`src/rtl/gate_array_pipe_if.sv`:
```
// gate_array_pipe_if: operand/result bus for gate_array_pipe.
//   in_valid/in_ready : operand-set handshake (producer -> block)
//   in_data           : NIN lanes, lane i at [i*WIDTH +: WIDTH]
//   in_en             : per-lane participation mask
//   in_op             : 0 AND,1 OR,2 XOR,3 NAND,4 NOR,5 XNOR,6 BUF,7 NOT
//   out_valid/out_ready, out_data : result handshake (block -> consumer)
//   result_count      : results delivered, wrapping 16-bit
// Modports: slave = the block, master = producer/consumer side.
interface gate_array_pipe_if #(
  parameter int WIDTH = 32,
  parameter int NIN   = 3
);
  logic                  in_valid;
  logic                  in_ready;
  logic [NIN*WIDTH-1:0]  in_data;
  logic [NIN-1:0]        in_en;
  logic [2:0]            in_op;
  logic                  out_valid;
  logic                  out_ready;
  logic [WIDTH-1:0]      out_data;
  logic [15:0]           result_count;

  modport slave (
    input  in_valid, in_data, in_en, in_op, out_ready,
    output in_ready, out_valid, out_data, result_count
  );

  modport master (
    output in_valid, in_data, in_en, in_op, out_ready,
    input  in_ready, out_valid, out_data, result_count
  );
endinterface

```
`src/rtl/gate_array_pipe.sv`:
```
// gate_array_pipe: two-stage, back-pressured N-input bitwise gate array.
//   S1 registers the operand set (data, mask, op); S2 registers the reduced
//   result. Disabled lanes are replaced by the identity of the reduction
//   (ones for AND/NAND, zero for OR/NOR/XOR/XNOR). BUF/NOT use lane 0 and
//   ignore the mask. Capacity is two operand sets in flight.
// Ports:
//   clk      : clock, rising edge
//   reset_n  : asynchronous active-low reset
//   bus      : gate_array_pipe_if.slave (in_*/out_* handshakes, result_count)
// Optional build macro GATE_ARRAY_PIPE_ASSERT_EN: adds a shadow reference
//   pipeline and immediate assertions out_ok / stable_ok / cap_ok. Port
//   behaviour is the same with or without it.

// One lane: substitute the reduction identity when the lane is masked off.
module gate_array_lane #(
  parameter int W = 32
) (
  input  logic [W-1:0] d,
  input  logic         en,
  output logic [W-1:0] and_term,
  output logic [W-1:0] or_term
);
  assign and_term = en ? d : '1;
  assign or_term  = en ? d : '0;
endmodule

module gate_array_pipe #(
  parameter int WIDTH = 32,
  parameter int NIN   = 3
) (
  input  logic             clk,
  input  logic             reset_n,
  gate_array_pipe_if.slave bus
);
  localparam int STAGES = 2;

  typedef enum logic [2:0] {
    OP_AND  = 3'd0, OP_OR  = 3'd1, OP_XOR  = 3'd2, OP_NAND = 3'd3,
    OP_NOR  = 3'd4, OP_XNOR = 3'd5, OP_BUF = 3'd6, OP_NOT  = 3'd7
  } op_e;

  // vld_pipe[1] = S1 occupied, vld_pipe[2] = S2 occupied
  logic [STAGES:1]               vld_pipe;
  logic [NIN-1:0][WIDTH-1:0]     s1_data;
  logic [NIN-1:0]                s1_en;
  op_e                           s1_op;
  logic [WIDTH-1:0]              s2_data;
  logic [15:0]                   cnt;

  logic s1_valid, s2_valid, s1_advance, s2_advance, in_ready, accept, take;
  logic [NIN-1:0][WIDTH-1:0]     in_lanes;

  assign s1_valid   = vld_pipe[1];
  assign s2_valid   = vld_pipe[2];
  assign s2_advance = !s2_valid || bus.out_ready;
  assign s1_advance = s1_valid && s2_advance;
  assign in_ready   = !s1_valid || s2_advance;
  assign accept     = bus.in_valid && in_ready;
  assign take       = s2_valid && bus.out_ready;
  assign in_lanes   = bus.in_data;

  assign bus.in_ready     = in_ready;
  assign bus.out_valid    = s2_valid;
  assign bus.out_data     = s2_data;
  assign bus.result_count = cnt;

  // ---------------- per-lane masking ----------------
  logic [NIN-1:0][WIDTH-1:0] and_t, or_t;

  for (genvar i = 0; i < NIN; i++) begin : g_lane
    gate_array_lane #(.W(WIDTH)) u_lane (
      .d        (s1_data[i]),
      .en       (s1_en[i]),
      .and_term (and_t[i]),
      .or_term  (or_t[i])
    );
  end

  // ---------------- reduction + op select ----------------
  logic [WIDTH-1:0] red_and, red_or, red_xor, result;

  always_comb begin
    red_and = '1;
    red_or  = '0;
    red_xor = '0;
    for (int i = 0; i < NIN; i++) begin
      red_and = red_and & and_t[i];
      red_or  = red_or  | or_t[i];
      red_xor = red_xor ^ or_t[i];
    end
    result = '0;
    case (s1_op)
      OP_AND:  result = red_and;
      OP_OR:   result = red_or;
      OP_XOR:  result = red_xor;
      OP_NAND: result = ~red_and;
      OP_NOR:  result = ~red_or;
      OP_XNOR: result = ~red_xor;
      OP_BUF:  result = s1_data[0];
      OP_NOT:  result = ~s1_data[0];
      default: result = '0;
    endcase
  end

  // ---------------- pipeline registers ----------------
  always_ff @(posedge clk or negedge reset_n) begin
    if (!reset_n) begin
      vld_pipe <= '0;
      s1_data  <= '0;
      s1_en    <= '0;
      s1_op    <= OP_AND;
      s2_data  <= '0;
      cnt      <= '0;
    end else begin
      // S1 may refill in the same cycle it drains into S2
      if (in_ready) vld_pipe[1] <= bus.in_valid;
      if (accept) begin
        s1_data <= in_lanes;
        s1_en   <= bus.in_en;
        s1_op   <= op_e'(bus.in_op);
      end
      if (s2_advance) vld_pipe[2] <= s1_valid;
      if (s1_advance) s2_data <= result;
      if (take) cnt <= cnt + 16'd1;
    end
  end

`ifdef GATE_ARRAY_PIPE_ASSERT_EN
  // Bit-serial reference, structured differently from the datapath above.
  function automatic logic [WIDTH-1:0] ref_reduce(
    input logic [NIN-1:0][WIDTH-1:0] d,
    input logic [NIN-1:0]            en,
    input logic [2:0]                op
  );
    logic [WIDTH-1:0] r;
    logic a, o, x;
    r = '0;
    for (int b = 0; b < WIDTH; b++) begin
      a = 1'b1; o = 1'b0; x = 1'b0;
      for (int i = 0; i < NIN; i++) begin
        if (en[i]) begin
          a = a & d[i][b];
          o = o | d[i][b];
          x = x ^ d[i][b];
        end
      end
      case (op)
        3'd0: r[b] = a;
        3'd1: r[b] = o;
        3'd2: r[b] = x;
        3'd3: r[b] = !a;
        3'd4: r[b] = !o;
        3'd5: r[b] = !x;
        3'd6: r[b] = d[0][b];
        default: r[b] = !d[0][b];
      endcase
    end
    return r;
  endfunction

  logic [WIDTH-1:0] sh1, sh2, hold_data;
  logic             hold_q;

  always_ff @(posedge clk or negedge reset_n) begin
    if (!reset_n) begin
      sh1       <= '0;
      sh2       <= '0;
      hold_q    <= 1'b0;
      hold_data <= '0;
    end else begin
      if (accept)     sh1 <= ref_reduce(in_lanes, bus.in_en, bus.in_op);
      if (s1_advance) sh2 <= sh1;
      hold_q    <= s2_valid && !bus.out_ready;
      hold_data <= s2_data;
    end
  end

  always @(posedge clk) begin
    if (reset_n) begin
      out_ok: assert (!s2_valid || s2_data == sh2)
        else $error("out_ok: out_data %h ref %h", s2_data, sh2);
      stable_ok: assert (!hold_q || (s2_valid && s2_data == hold_data))
        else $error("stable_ok: output changed while stalled");
      cap_ok: assert (!(s1_valid && !s2_advance) || s2_valid)
        else $error("cap_ok: pipeline overflow");
    end
  end
`endif

endmodule

```
`src/flat_wrapper.sv`:
```
// flat-port wrapper written by rule: the top's interface ports become plain ports
module gate_array_pipe_flat 
#(
  parameter int WIDTH = 32,
  parameter int NIN   = 3
)
  (clk, reset_n, bus_in_valid, bus_in_data, bus_in_en, bus_in_op, bus_out_ready, bus_in_ready, bus_out_valid, bus_out_data, bus_result_count);
  gate_array_pipe_if #(.WIDTH(WIDTH), .NIN(NIN)) bus_i ();
  input  logic clk;
  input  logic reset_n;
  input wire logic [$bits(bus_i.in_valid)-1:0] bus_in_valid;
  input wire logic [$bits(bus_i.in_data)-1:0] bus_in_data;
  input wire logic [$bits(bus_i.in_en)-1:0] bus_in_en;
  input wire logic [$bits(bus_i.in_op)-1:0] bus_in_op;
  input wire logic [$bits(bus_i.out_ready)-1:0] bus_out_ready;
  output wire logic [$bits(bus_i.in_ready)-1:0] bus_in_ready;
  output wire logic [$bits(bus_i.out_valid)-1:0] bus_out_valid;
  output wire logic [$bits(bus_i.out_data)-1:0] bus_out_data;
  output wire logic [$bits(bus_i.result_count)-1:0] bus_result_count;
  assign bus_i.in_valid = bus_in_valid;
  assign bus_i.in_data = bus_in_data;
  assign bus_i.in_en = bus_in_en;
  assign bus_i.in_op = bus_in_op;
  assign bus_i.out_ready = bus_out_ready;
  assign bus_in_ready = bus_i.in_ready;
  assign bus_out_valid = bus_i.out_valid;
  assign bus_out_data = bus_i.out_data;
  assign bus_result_count = bus_i.result_count;
  gate_array_pipe #(.WIDTH(WIDTH), .NIN(NIN)) u_core (.clk(clk), .reset_n(reset_n), .bus(bus_i));
endmodule
```
`config.mk`:
```
export PLATFORM = sky130hd
export DESIGN_NAME = gate_array_pipe_flat
export DESIGN_NICKNAME = d
export VERILOG_FILES = /design/src/rtl/gate_array_pipe_if.sv /design/src/rtl/gate_array_pipe.sv /design/src/flat_wrapper.sv
export SDC_FILE = /design/constraint.sdc
export NUM_CORES = 1
export LEC_CHECK = 0
export ABC_CLOCK_PERIOD_IN_PS = 2200
export BUFFER_PORTS_ARGS = -buffer_cell sky130_fd_sc_hd__buf_2
export CAP_MARGIN = 30
export CORE_AREA = 2 2 146 148
export DETAILED_ROUTE_END_ITERATION = 8
export DIE_AREA = 0 0 148 150
export GPL_TIMING_DRIVEN = 0
export PLACE_DENSITY = 0.68
export SYNTH_ARGS = -nofsm -noshare
export SYNTH_HDL_FRONTEND = slang
export SYNTH_SLANG_ARGS = --single-unit
```
`constraint.sdc`:
```
create_clock -name clk -period 2.2 [get_ports clk]
set_clock_uncertainty 0.05 [all_clocks]
set_input_delay 0.44 -clock clk [delete_from_list [all_inputs] [get_ports clk]]
set_output_delay 0.44 -clock clk [all_outputs]
set_load 0.01 [all_outputs]
```
Word level (Yosys, flattened, before mapping)
Cells that the tools add are included.

Flip-flop bits (word level): 152. Input port bits: 106. Output and inout bits: 50. Word-level logic and storage cells: 42.

$add $sub $neg: 1. Equal/unequal tests: 7. Muxes and demuxes: 7. Bitwise operators: 10. Reductions and logical operators: 8.

Operators with widths (number): $pmux 32 s8 (1); $mux 32 (6); $not 32->32 (4); $and 32x32->32 (2); $or 32x32->32 (2); $xor 32x32->32 (2); $add 16x1->16 const B (1); $eq 3x3->1 const B (4); $eq 3x2->1 const B (2); $eq 3x1->1 const B (1); $logic_and 1x1->1 (3); $logic_not 3->1 (1); $logic_not 1->1 (2); $logic_or 1x1->1 (2).

Depth between registers and ports, before layout
Gate-level depths: netlist of the first run.

Depth after elaboration: 5. Mapped depth: 9. Mapped depth without buffers: 6.

Modules after synthesis
From an unflattened synthesis of the first run, not the netlist that was laid out.

Cells, all modules: 1134. Area, all modules: 10551.4 um^2.

By module, submodules not included: gate_array_pipe (instances 1, cells each 924, area each 9245.1 um^2, sequential area each 3803.6 um^2); gate_array_lane (instances 3, cells each 70, area each 435.4 um^2, sequential area each 0.0 um^2).

Least setup slack after synthesis of the first run
No wires, ideal clock.

Path type: flip-flop to flip-flop. From: register u_core.s1_en[0]. To: register u_core.s2_data[7] (netlist: u_core.bus.out_data[7]). Library setup time: 138 ps. Arrival time: 1939 ps. Data required time: 2012 ps. Path slack: 73 ps. Cell stages (with the launch flop): 10. Path buffers: 3. Period minus slack after synthesis: 2127 ps. Cell sequence: dfrtp_1 -> buf_2 -> clkbuf_1 -> clkbuf_1 -> nand2_1 -> ha_1 -> nand2_1 -> o221ai_1 -> o31ai_1 -> a31oi_1.

Longest elaborated chain between the ends: 5. Elaborated cells on any way between the ends: 12. Classes of those cells: mux: 3; bitwise: 9.

RTL lines: start, declared (line gate_array_pipe.sv:45) `logic [NIN-1:0] s1_en;`; start signal, assigned (line gate_array_pipe.sv:119) `s1_en <= bus.in_en;`; $mux 32 (on tied branches) (line gate_array_pipe.sv:24, gate_array_pipe.sv:23); $xor 32x32->32, or another cell as far along (2 in series) (line gate_array_pipe.sv:89) `red_xor = red_xor ^ or_t[i];`; $not 32->32 (on tied branches) (line gate_array_pipe.sv:98, gate_array_pipe.sv:96, gate_array_pipe.sv:97); $pmux 32 s8 * (line gate_array_pipe.sv:92) `case (s1_op)`; end signal, assigned (line gate_array_pipe.sv:123) `if (s1_advance) s2_data <= result;`; end, declared (line gate_array_pipe.sv:47) `logic [WIDTH-1:0] s2_data;`.

Every way passes the cells marked *; elsewhere a longest branch is shown, timed or not. A chain may end at the register's enable or synchronous reset.

Worst setup path after layout of the first run
From: register u_core.vld_pipe[2] in the netlist's numbering. To: register u_core.s2_data[3] (netlist: u_core.bus.out_data[3]).

Longest elaborated chain between the ends: 3.

RTL lines: start, declared (line gate_array_pipe.sv:43) `logic [STAGES:1] vld_pipe;`; $logic_not 1->1 (line gate_array_pipe.sv:55) `assign s2_advance = !s2_valid || bus.out_ready;`; $logic_or 1x1->1 (line gate_array_pipe.sv:55); $logic_and 1x1->1 (line gate_array_pipe.sv:56) `assign s1_advance = s1_valid && s2_advance;`.

Every way passes these cells.

==> summary.txt, run 1 <==
Routing
  – Routed WL per cell: approximately 20 µm
  – Post-DRT Antenna Nets: 0
  – Vias after detailed routing: between 7000 and 8000
  – Drc violations: 0
  – DRT iter0 DRCs: 775
  – Total wire length: 27.92 mm
  – Vias/cell: between 5 and 6
  – Detailed Routing Iterations Pass 1: 5

CTS
  – CTS tree: done
  – # Post-CTS Setup Buffers: 0
  – Cts bufs inserted: 17
  – H-tree depth: 4
  – Worst-skew pair later-pin latency: ~430 ps
  – Root Driver: clkbuf_16
  – Clock transition at path regs: approximately 70 ps
  – Clk buf depth: 2
  – Clk sink count: 152

Setup path
  – FF-to-FF Start: u_core.vld_pipe[2]
  – CP startpoint kind: flip-flop
  – Crit end category: flip-flop
  – Kind of critical path: flip-flop to flip-flop
  – Beginning of the critical path: u_core.vld_pipe[2]
  – Worst endpoint data arrival time: roughly 2300 ps
  – Critical path peak fanout: 10
  – Worst EP required: about 2400 ps

Timing
  – Slew headroom: 39.22%
  – Final setup vio count: 0
  – Hold violation total from the final report: 4
  – FMAX: between 400 and 500 MHz
  – TNS Setup: 0 ps
  – Max Slew Vio Count: 0
  – Final hold slack: -8.531 ps
  – Least-Margin Pin Slew: between 900 and 1000 ps
  – Final period utilization: between 90% and 100%
  – RSZ-0062 raised after global routing: false
  – Period minus WS final: about 2100 ps

Power and ir drop
  – Combinational Power Share: 35.2%
  – P_int: ~6.8 mW
  – Power per Cell Area: just under 1000 nW/µm²
  – Sw frac: a little over a third
  – Reg power frac: 37.0%
  – Max VDD drop: 0.5903 mV
  – Clock power frac: ~28%
  – Leakage power of the design: 4.922 nW
  – Net switching power of the design: around 3.9 mW

Yosys
  – Synth top area share: around two fifths
  – Synthesized area: approximately 9100 µm²
  – Avg Synthesized Cell Area: 9.825 µm²
  – Post-Syn Instances: 929
  – Largest area contributor in the netlist: dfrtp_1
  – Top FF cell, synth: dfrtp_1
  – Register bit total from synthesis: roughly 150
  – Synth top area cells: dfrtp_1 (42%), mux2_2 (13%), nand2_1 (6.9%), xor2_1 (5.9%), ha_1 (4.5%)
  – Post-Syn Nets: around 1100
  – EDFF count, synth: 0
  – Yosys synthesis warning count: 0
  – Most numerous cell in the Yosys netlist: nand2_1
  – Async SR Flop Fraction: between 90% and 100%
  – Post-synthesis sequential area ratio: 41.67%
  – Netlist cell types: 35
  – Synth cell count leaders: nand2_1 (169), dfrtp_1 (152), mux2_2 (103)

Final layout
  – Share of layout cells above drive strength 1: about a third
  – Fin nets: ~1200
  – Fill cells: 1926
  – Area delta synth->final: 19.27%

Global routing
  – Initial antenna violation count: 2
  – Largest net degree at the start of global routing: 79
  – Vias in the first global route: just under 8000
  – Global route overflow: 0
  – First-pass GRT wire length: about 44 mm
  – All-Layer GR Usage: approximately 26%

Placed design
  – GP Congestion: approximately 0.89
  – Half-perimeter wire length after detailed placement: around 20 mm
  – IO Port Bufs: ~160

Floorplanning
  – Die span in y: about 150 µm
  – Chip width: around 150 µm
  – Initial Utilization: ~44%
  – # rows: 53
  – Core Area: ~21000 µm²
  – I/O pin cnt: around 160
  – Die footprint: around 22000 µm²

Run status
  – Status: finished with violations
  – Failing checks: negative hold slack

Hold path
  – Worst Hold Class: input pin to asynchronous set/reset pin

Flow run
  – Max-Cap Viols: 0
registers in the layout, summed over array words and instances (netlist names):
| signal | flops |
|---|---|
| u_core.s1_op | 3 |
| u_core.vld_pipe | 2 |
| u_core.s1_en | 3 |
| u_core.bus.result_count | 16 |
| u_core.bus.out_data | 32 |
| u_core.s1_data | 96 |
cell families (layout without fill, tap and decap cells):
kind of cell | count (synthesis) | count (layout) | share of synthesized area (%)
buffers and inverters | 86 | 272 | 4.277
AND/OR/NAND/NOR | 246 | 246 | 11.46
AO/OA/AOI/OAI | 214 | 214 | 16.02
flip-flops | 152 | 152 | 41.67
other | 0 | 1 | 0
adder cells (fa/ha/maj) | 33 | 33 | 4.524
XOR/XNOR | 79 | 79 | 7.580
multiplexers | 119 | 119 | 14.46
critical path: stages, from the launching register on:
cell and delay [ps]:
dfrtp_1 420, nand2b_1 100, and2_1 180, buf_2 230, buf_2 290, clkbuf_1 490, a41oi_1 200
through the flow:
stage | power (mW) | setup slack [ps] | std cells | cell area [µm²] | util (%)
after floorplan | 6.385 | 73.27 | 929 | 9128 | -
after global placement | 7.557 | -1697 | 1359 | 10250 | 49.53
after detailed placement | 7.657 | -696.0 | 1360 | 10280 | 49.69
after CTS | 10.62 | 42.03 | 1390 | 10870 | 52.54
after global routing | 11.24 | 7.228 | 1390 | 10880 | 52.61
final | 10.64 | 82.67 | 1391 | 10890 | 52.62
layer usage:
metal / routed length, µm / GRT usage (%)
met5: 11 / 0
met4: 543 / 6.714
met3: 2855 / 7.530
met2: 12540 / 40.42
met1: 11970 / 34.55
power groups by stage:
stage | Combinational, mW | Clock, mW | Sequential, mW
after floorplan | 2.46 | 0 | 3.93
after global placement | 3.59 | 0 | 3.96
after detailed placement | 3.69 | 0 | 3.96
after CTS | 3.71 | 2.98 | 3.93
after global routing | 4.14 | 3.10 | 4.00
final | 3.75 | 2.95 | 3.94
final timing paths:
kind                                               end  depth (start not counted)  slack, ps
hold reg to reg            u_core.bus.result_count[15]                          1        420
hold / removal                      u_core.s1_data[31]                          1         -9
min in group clk                    u_core.vld_pipe[1]                          2        160
setup / recovery                u_core.bus.out_data[3]                          6         80
setup reg to reg                u_core.bus.out_data[3]                          6         80
max in group asynchronous              u_core.s1_op[1]                          2       1280
area by class of cell:
cell class / instances / area [µm²] / area share (%)
Antenna cell: 1 / 2.502 / 0.02299
Buffer: 68 / 344.1 / 3.161
Clock buffer: 18 / 439.2 / 4.034
Clock inverter: 13 / 143.9 / 1.322
Inverter: 17 / 63.81 / 0.5861
Multi-Input combinational cell: 691 / 4936 / 45.34
Sequential cell: 152 / 3804 / 34.94
Tap cell: 275 / 344.1 / 3.161
Timing Repair Buffer: 156 / 809.5 / 7.436
cells in the final DEF, fill, tap and decap left out, drive strengths merged, types with 15 or more instances in the layout:
cell	count
o221a	31
o22ai	47
ha	33
mux2	103
a31oi	23
nor2	23
mux2i	16
nand2b	21
a211oi	15
inv	21
a21oi	55
clkbuf	40
xor2	62
o21ai	22
xnor2	17
nand2	169
dfrtp	152
buf	202
timing repair:
action                     in CTS  in global routing
gates resized for setup         7                  9
setup endpoints to repair      31                 22
hold buffers                    0                  0
hold endpoints to repair        0                  0
pin swaps                       0                  0
(Power assumes the default switching activity.)
==> run 2, diff against run 1 <==
CELL_PAD_IN_SITES_DETAIL_PLACEMENT = 0   (was default)
CELL_PAD_IN_SITES_GLOBAL_PLACEMENT = 1   (was default)
CORE_AREA = 2 2 155 157   (was 2 2 146 148)
DIE_AREA = 0 0 157 159   (was 0 0 148 150)
PLACE_DENSITY = default   (was 0.68)
PLACE_DENSITY_LB_ADDON = 0.1   (was default)
==> summary.txt, run 2 (synthesized netlist as in run 1, its figures left out) <==
Run status
  – Status: complete, no violations

Placed design
  – Half-perimeter wire length after detailed placement: between 20 and 25 mm
  – Placement-stage cell area: between 10000 and 15000 µm²
  – GP Congestion: between 0.8 and 0.9
  – Cells after DPL: about 1400
  – DP Worst Slack: -890.4 ps
  – IO Port Bufs: between 150 and 200

Routing
  – Routed wl met2: between 10 and 15 mm
  – Post-DRT Antenna Nets: 0
  – Routed WL per cell: 20.98 µm
  – Vias/cell: between 5 and 6
  – Met3 wire len: around 1.7 mm
  – Detailed Routing Iterations Pass 1: 4
  – Vias after detailed routing: ~7800
  – Routed met1 length: approximately 14 mm
  – Total wire length: approximately 30 mm
  – Highest routed layer: met5
  – DRT iter0 DRCs: 492
  – Drc violations: 0

Timing
  – Slew headroom: around two fifths
  – Final period utilization: between 90 and 100%
  – FMAX: 486.3 MHz
  – Final hold slack: 171.2 ps
  – Max Slew Vio Count: 0
  – Period minus WS final: around 2100 ps
  – Least-Margin Pin Slew: about 930 ps
  – Worst Setup Slack, final: approximately 140 ps
  – RSZ-0062 raised after global routing: false
  – Hold violation total from the final report: 0
  – Final setup vio count: 0

Setup path
  – Worst endpoint data arrival time: roughly 2300 ps
  – Worst EP required: 2490 ps
  – Kind of critical path: flip-flop to flip-flop
  – Crit end category: flip-flop
  – Worst reg2reg path depth: 4
  – CP startpoint kind: flip-flop
  – Critical path peak fanout: 10

Final layout
  – Area delta synth->final: 19.84%
  – Reg with most FFs: u_core.s1_data
  – Commonest non-fill, non-tap cell in the layout: buf_2
  – Fin nets: between 1000 and 1500
  – Max reg flops: between 90 and 100
  – Post-route insts no fill: 1436
  – Antenna cell count: 0
  – Share of layout cells above drive strength 1: roughly a third
  – Commonest cells after routing, fill and taps aside: buf_2 (193), nand2_1 (169), dfrtp_1 (152), mux2_2 (103), xor2_1 (62)
  – Post-route cell area: 10940 µm²

CTS
  – Cts bufs inserted: 17
  – Root Driver: clkbuf_16
  – Clk sink count: 152
  – Clk buf depth: 2
  – H-tree depth: 4
  – Worst-skew pair later-pin latency: roughly 440 ps
  – Clock transition at path regs: about 70 ps
  – CTS tree: done

Floorplanning
  – Die footprint: 24960 µm²
  – Chip width: between 150 and 200 µm
  – Initial Utilization: 39.36%
  – Core Area: between 20000 and 25000 µm²
  – I/O pin cnt: 156
  – Die span in y: roughly 160 µm
  – # rows: between 50 and 60

Global routing
  – Vias in the first global route: 7831
  – All-Layer GR Usage: 24.62%
  – First-pass GRT wire length: 46.39 mm
  – Largest net degree at the start of global routing: slightly above 90
  – Global route overflow: 0
  – Initial antenna violation count: 2

Hold path
  – Hold depth: 2
  – Worst Hold Class: input pin to flip-flop

Power and ir drop
  – Power per Cell Area: approximately 970 nW/µm²
  – Power, Total: 10.57 mW
  – Leakage power of the design: between 4 and 5 nW
  – Max VDD drop: around 0.52 mV

Flow run
  – Max-Cap Viols: 0
## run 2: changes by cell type in the layout (fill, tap and decap cells not counted), sizes merged
cell / delta
clkinv: -1
dlygate4sd3: +1
buf: +1
clkinvlp: +1
clkbuf: -2
inv: +4
bufinv: -2
diode: -1
## run 2: stage by stage
stage	setup TNS (ps)	util, %
final	0	47.16
after CTS	0	47.07
after global routing	0	47.16
after detailed placement	-22010	44.58
after floorplan	0	-
after global placement	-297960	44.42
## run 2: path summary, 6_finish.rpt
path | endpoint | slack (ps) | start
min in group asynchronous | u_core.s1_data[70] | 470 | reset_n
max in group asynchronous | u_core.s1_data[60] | 770 | reset_n
min | u_core.vld_pipe[1] | 170 | bus_in_valid
max | u_core.bus.out_data[23] | 140 | u_core.s1_op[2]
max reg2reg | u_core.bus.out_data[23] | 140 | u_core.s1_op[2]
min reg2reg | u_core.bus.result_count[15] | 410 | u_core.bus.result_count[15]
## run 2: final cells by class
class | count | area (µm²)
fillers | 2296 | 12250
flip-flops and latches | 152 | 3804
clock inverters | 15 | 131.4
plain buffers | 68 | 355.3
well taps | 319 | 399.1
repair buffers | 157 | 823.3
inverters | 17 | 63.81
multi-input cells | 691 | 4936
clock buffers | 17 | 425.4
## run 2: where the power goes
group	switching, mW	internal (mW)	total (mW)
Combinational	2.10	1.68	3.78
Sequential	0.549	3.37	3.92
Clock	1.38	1.49	2.87
Total	4.03	6.54	10.6
## run 2: repair_timing
item	4_1_cts	5_1_grt
setup endpoints to repair	32	27
hold buffers	1	0
setup buffers	0	0
hold endpoints to repair	60	0
gates resized for setup	8	17
## run 2: layer usage
layer / up-vias / global-route usage, %
met4: 4 / 7.256
met5: - / 0
met1: 3821 / 34.54
met2: 260 / 39.00
met3: 35 / 4.219
li1: 3694 / -
## run 2: critical path, cell delays in order, from the launching register on
cell     delay, ps
dfrtp_1        460
buf_2          240
nor2_1         740
mux2i_1        160
a41oi_1        300
==> run 3, diff against run 2 <==
PLACE_DENSITY_LB_ADDON = 0.05   (was 0.1)
==> summary.txt, run 3 (synthesized netlist as in run 1, its figures left out) <==
Routing
  – Drc violations: 0
  – DRT iter0 DRCs: 409
  – Vias after detailed routing: around 7700
  – Vias/cell: 5.394
  – Detailed Routing Iterations Pass 1: 5
  – Total wire length: 30.21 mm
  – Post-DRT Antenna Nets: 0
  – Routed WL per cell: approximately 21 µm

Setup path
  – Crit-path cells: buf_4, buf_2, nor2_1, mux2i_1, a41oi_1
  – Worst EP required: ~2500 ps
  – CP peak stage delay: ~650 ps
  – CP startpoint kind: flip-flop
  – Worst endpoint data arrival time: between 2000 and 2500 ps
  – Kind of critical path: flip-flop to flip-flop
  – CP delay by family, top: simple AND/OR/NAND/NOR gates
  – Crit-path slowest cell: nor2_1
  – Critical path peak fanout: 10
  – Worst path bufs/invs: 2
  – Crit end category: flip-flop

Power and ir drop
  – Max VDD drop: approximately 0.55 mV
  – Net switching power of the design: 3.948 mW
  – Leakage power of the design: between 4 and 5 nW
  – Power per Cell Area: between 900 and 1000 nW/µm²
  – Reg power frac: between 30% and 40%
  – Sw frac: between 30% and 40%
  – Clock power frac: 29.2%
  – Combinational Power Share: 34.8%
  – P_int: roughly 6.9 mW

Timing
  – TNS Setup: 0 ps
  – Final setup vio count: 0
  – Worst Setup Slack, final: 134.0 ps
  – RSZ-0062 raised after global routing: false
  – Final period utilization: 93.91%
  – Least-Margin Pin Slew: just over 800 ps
  – Final hold slack: around 160 ps
  – Max Slew Vio Count: 0
  – Slew headroom: about 45%
  – Hold violation total from the final report: 0
  – Period minus WS final: slightly above 2000 ps
  – FMAX: roughly 480 MHz

CTS
  – CTS tree: done
  – Clock transition at path regs: about 70 ps
  – # Post-CTS Setup Buffers: 0
  – Clk buf depth: 2
  – Root Driver: clkbuf_16
  – Cts bufs inserted: 17
  – H-tree depth: 4
  – Clk sink count: 152
  – Worst-skew pair later-pin latency: 430 ps

Run status
  – Status: complete, no violations

Floorplanning
  – Die span in y: roughly 160 µm
  – # rows: 56
  – I/O pin cnt: 156
  – Chip width: between 150 and 200 µm
  – Die footprint: roughly 25000 µm²
  – Initial Utilization: 39.36%
  – Core Area: approximately 23000 µm²

Final layout
  – Area delta synth->final: 20.74%
  – Max reg flops: between 90 and 100
  – Reg with most FFs: u_core.s1_data
  – Post-route insts no fill: ~1400
  – Commonest cells after routing, fill and taps aside: buf_2 (192), nand2_1 (169), dfrtp_1 (152), mux2_2 (103), xor2_1 (62)
  – Fill cells: about 2200
  – Commonest non-fill, non-tap cell in the layout: buf_2
  – Fin nets: 1243
  – Antenna cell count: 0
  – Share of layout cells above drive strength 1: around a third

Hold path
  – Worst Hold Class: input pin to flip-flop

Placed design
  – IO Port Bufs: roughly 160
  – DP Worst Slack: -853.3 ps
  – Half-perimeter wire length after detailed placement: between 20 and 25 mm
  – Cells after DPL: ~1400
  – GP Congestion: 0.8451

Global routing
  – Initial antenna violation count: 0
  – Global route overflow: 0
  – Largest net degree at the start of global routing: a little over 100
  – All-Layer GR Usage: between 20% and 30%
  – First-pass GRT wire length: around 47 mm
  – Vias in the first global route: slightly below 8000

Flow run
  – Max-Cap Viols: 0
-- run 3: layout make-up --
class                   instances  area, µm²  share of cell area (%)
plain buffers                  68      366.6                   3.327
clock buffers                  18      439.2                   3.985
flip-flops and latches        152       3804                   34.51
multi-input cells             691       4938                   44.81
well taps                     319      399.1                   3.622
inverters                      17      63.81                  0.5790
repair buffers                157      823.3                   7.470
clock inverters                14      186.4                   1.692
-- run 3: routing by layer --
metal	wire length [µm]	track usage, %	vias up	part of all wire [%]
met4	242	5.296	0	0.80
met3	1630	4.273	15	5.4
met2	14650	40.81	228	48
met5	0	0	-	0
met1	13690	34.65	3811	45
li1	-	-	3692	-
-- run 3: power by group through the flow --
| stage | Combinational, mW | Sequential (mW) | Clock (mW) |
|---|---|---|---|
| after floorplan | 2.46 | 3.93 | 0 |
| after global placement | 3.73 | 3.96 | 0 |
| after detailed placement | 3.77 | 3.94 | 0 |
| after CTS | 3.80 | 3.91 | 3.25 |
| after global routing | 4.20 | 3.99 | 3.35 |
| final | 3.78 | 3.91 | 3.17 |
-- run 3: stage by stage --
| stage | power, mW | util [%] | instance area [µm²] |
|---|---|---|---|
| finish | 10.86 | 47.52 | 11020 |
| global placement | 7.689 | 44.42 | 10300 |
| detailed placement | 7.709 | 44.58 | 10340 |
| CTS | 10.96 | 47.46 | 11010 |
| floorplan | 6.385 | - | 9128 |
| global route | 11.54 | 47.52 | 11020 |
-- run 3: worst paths after layout --
kind / startpoint / to / slack (ps) / cells past startpoint
hold / removal: bus_in_valid / u_core.vld_pipe[1] / 160 / 2
hold reg to reg: u_core.bus.result_count[15] / u_core.bus.result_count[15] / 420 / 1
min in group asynchronous: reset_n / u_core.s1_data[57] / 450 / 2
setup / recovery: u_core.s1_op[0] / u_core.bus.out_data[3] / 130 / 5
max in group asynchronous: reset_n / u_core.s1_data[87] / 780 / 3
setup reg to reg: u_core.s1_op[0] / u_core.bus.out_data[3] / 130 / 5
-- run 3: what timing repair did --
item                       CTS  global route
gates resized for setup     14            15
hold buffers                 1             0
setup endpoints to repair   32            29
hold endpoints to repair    50             0
pin swaps                    0             1
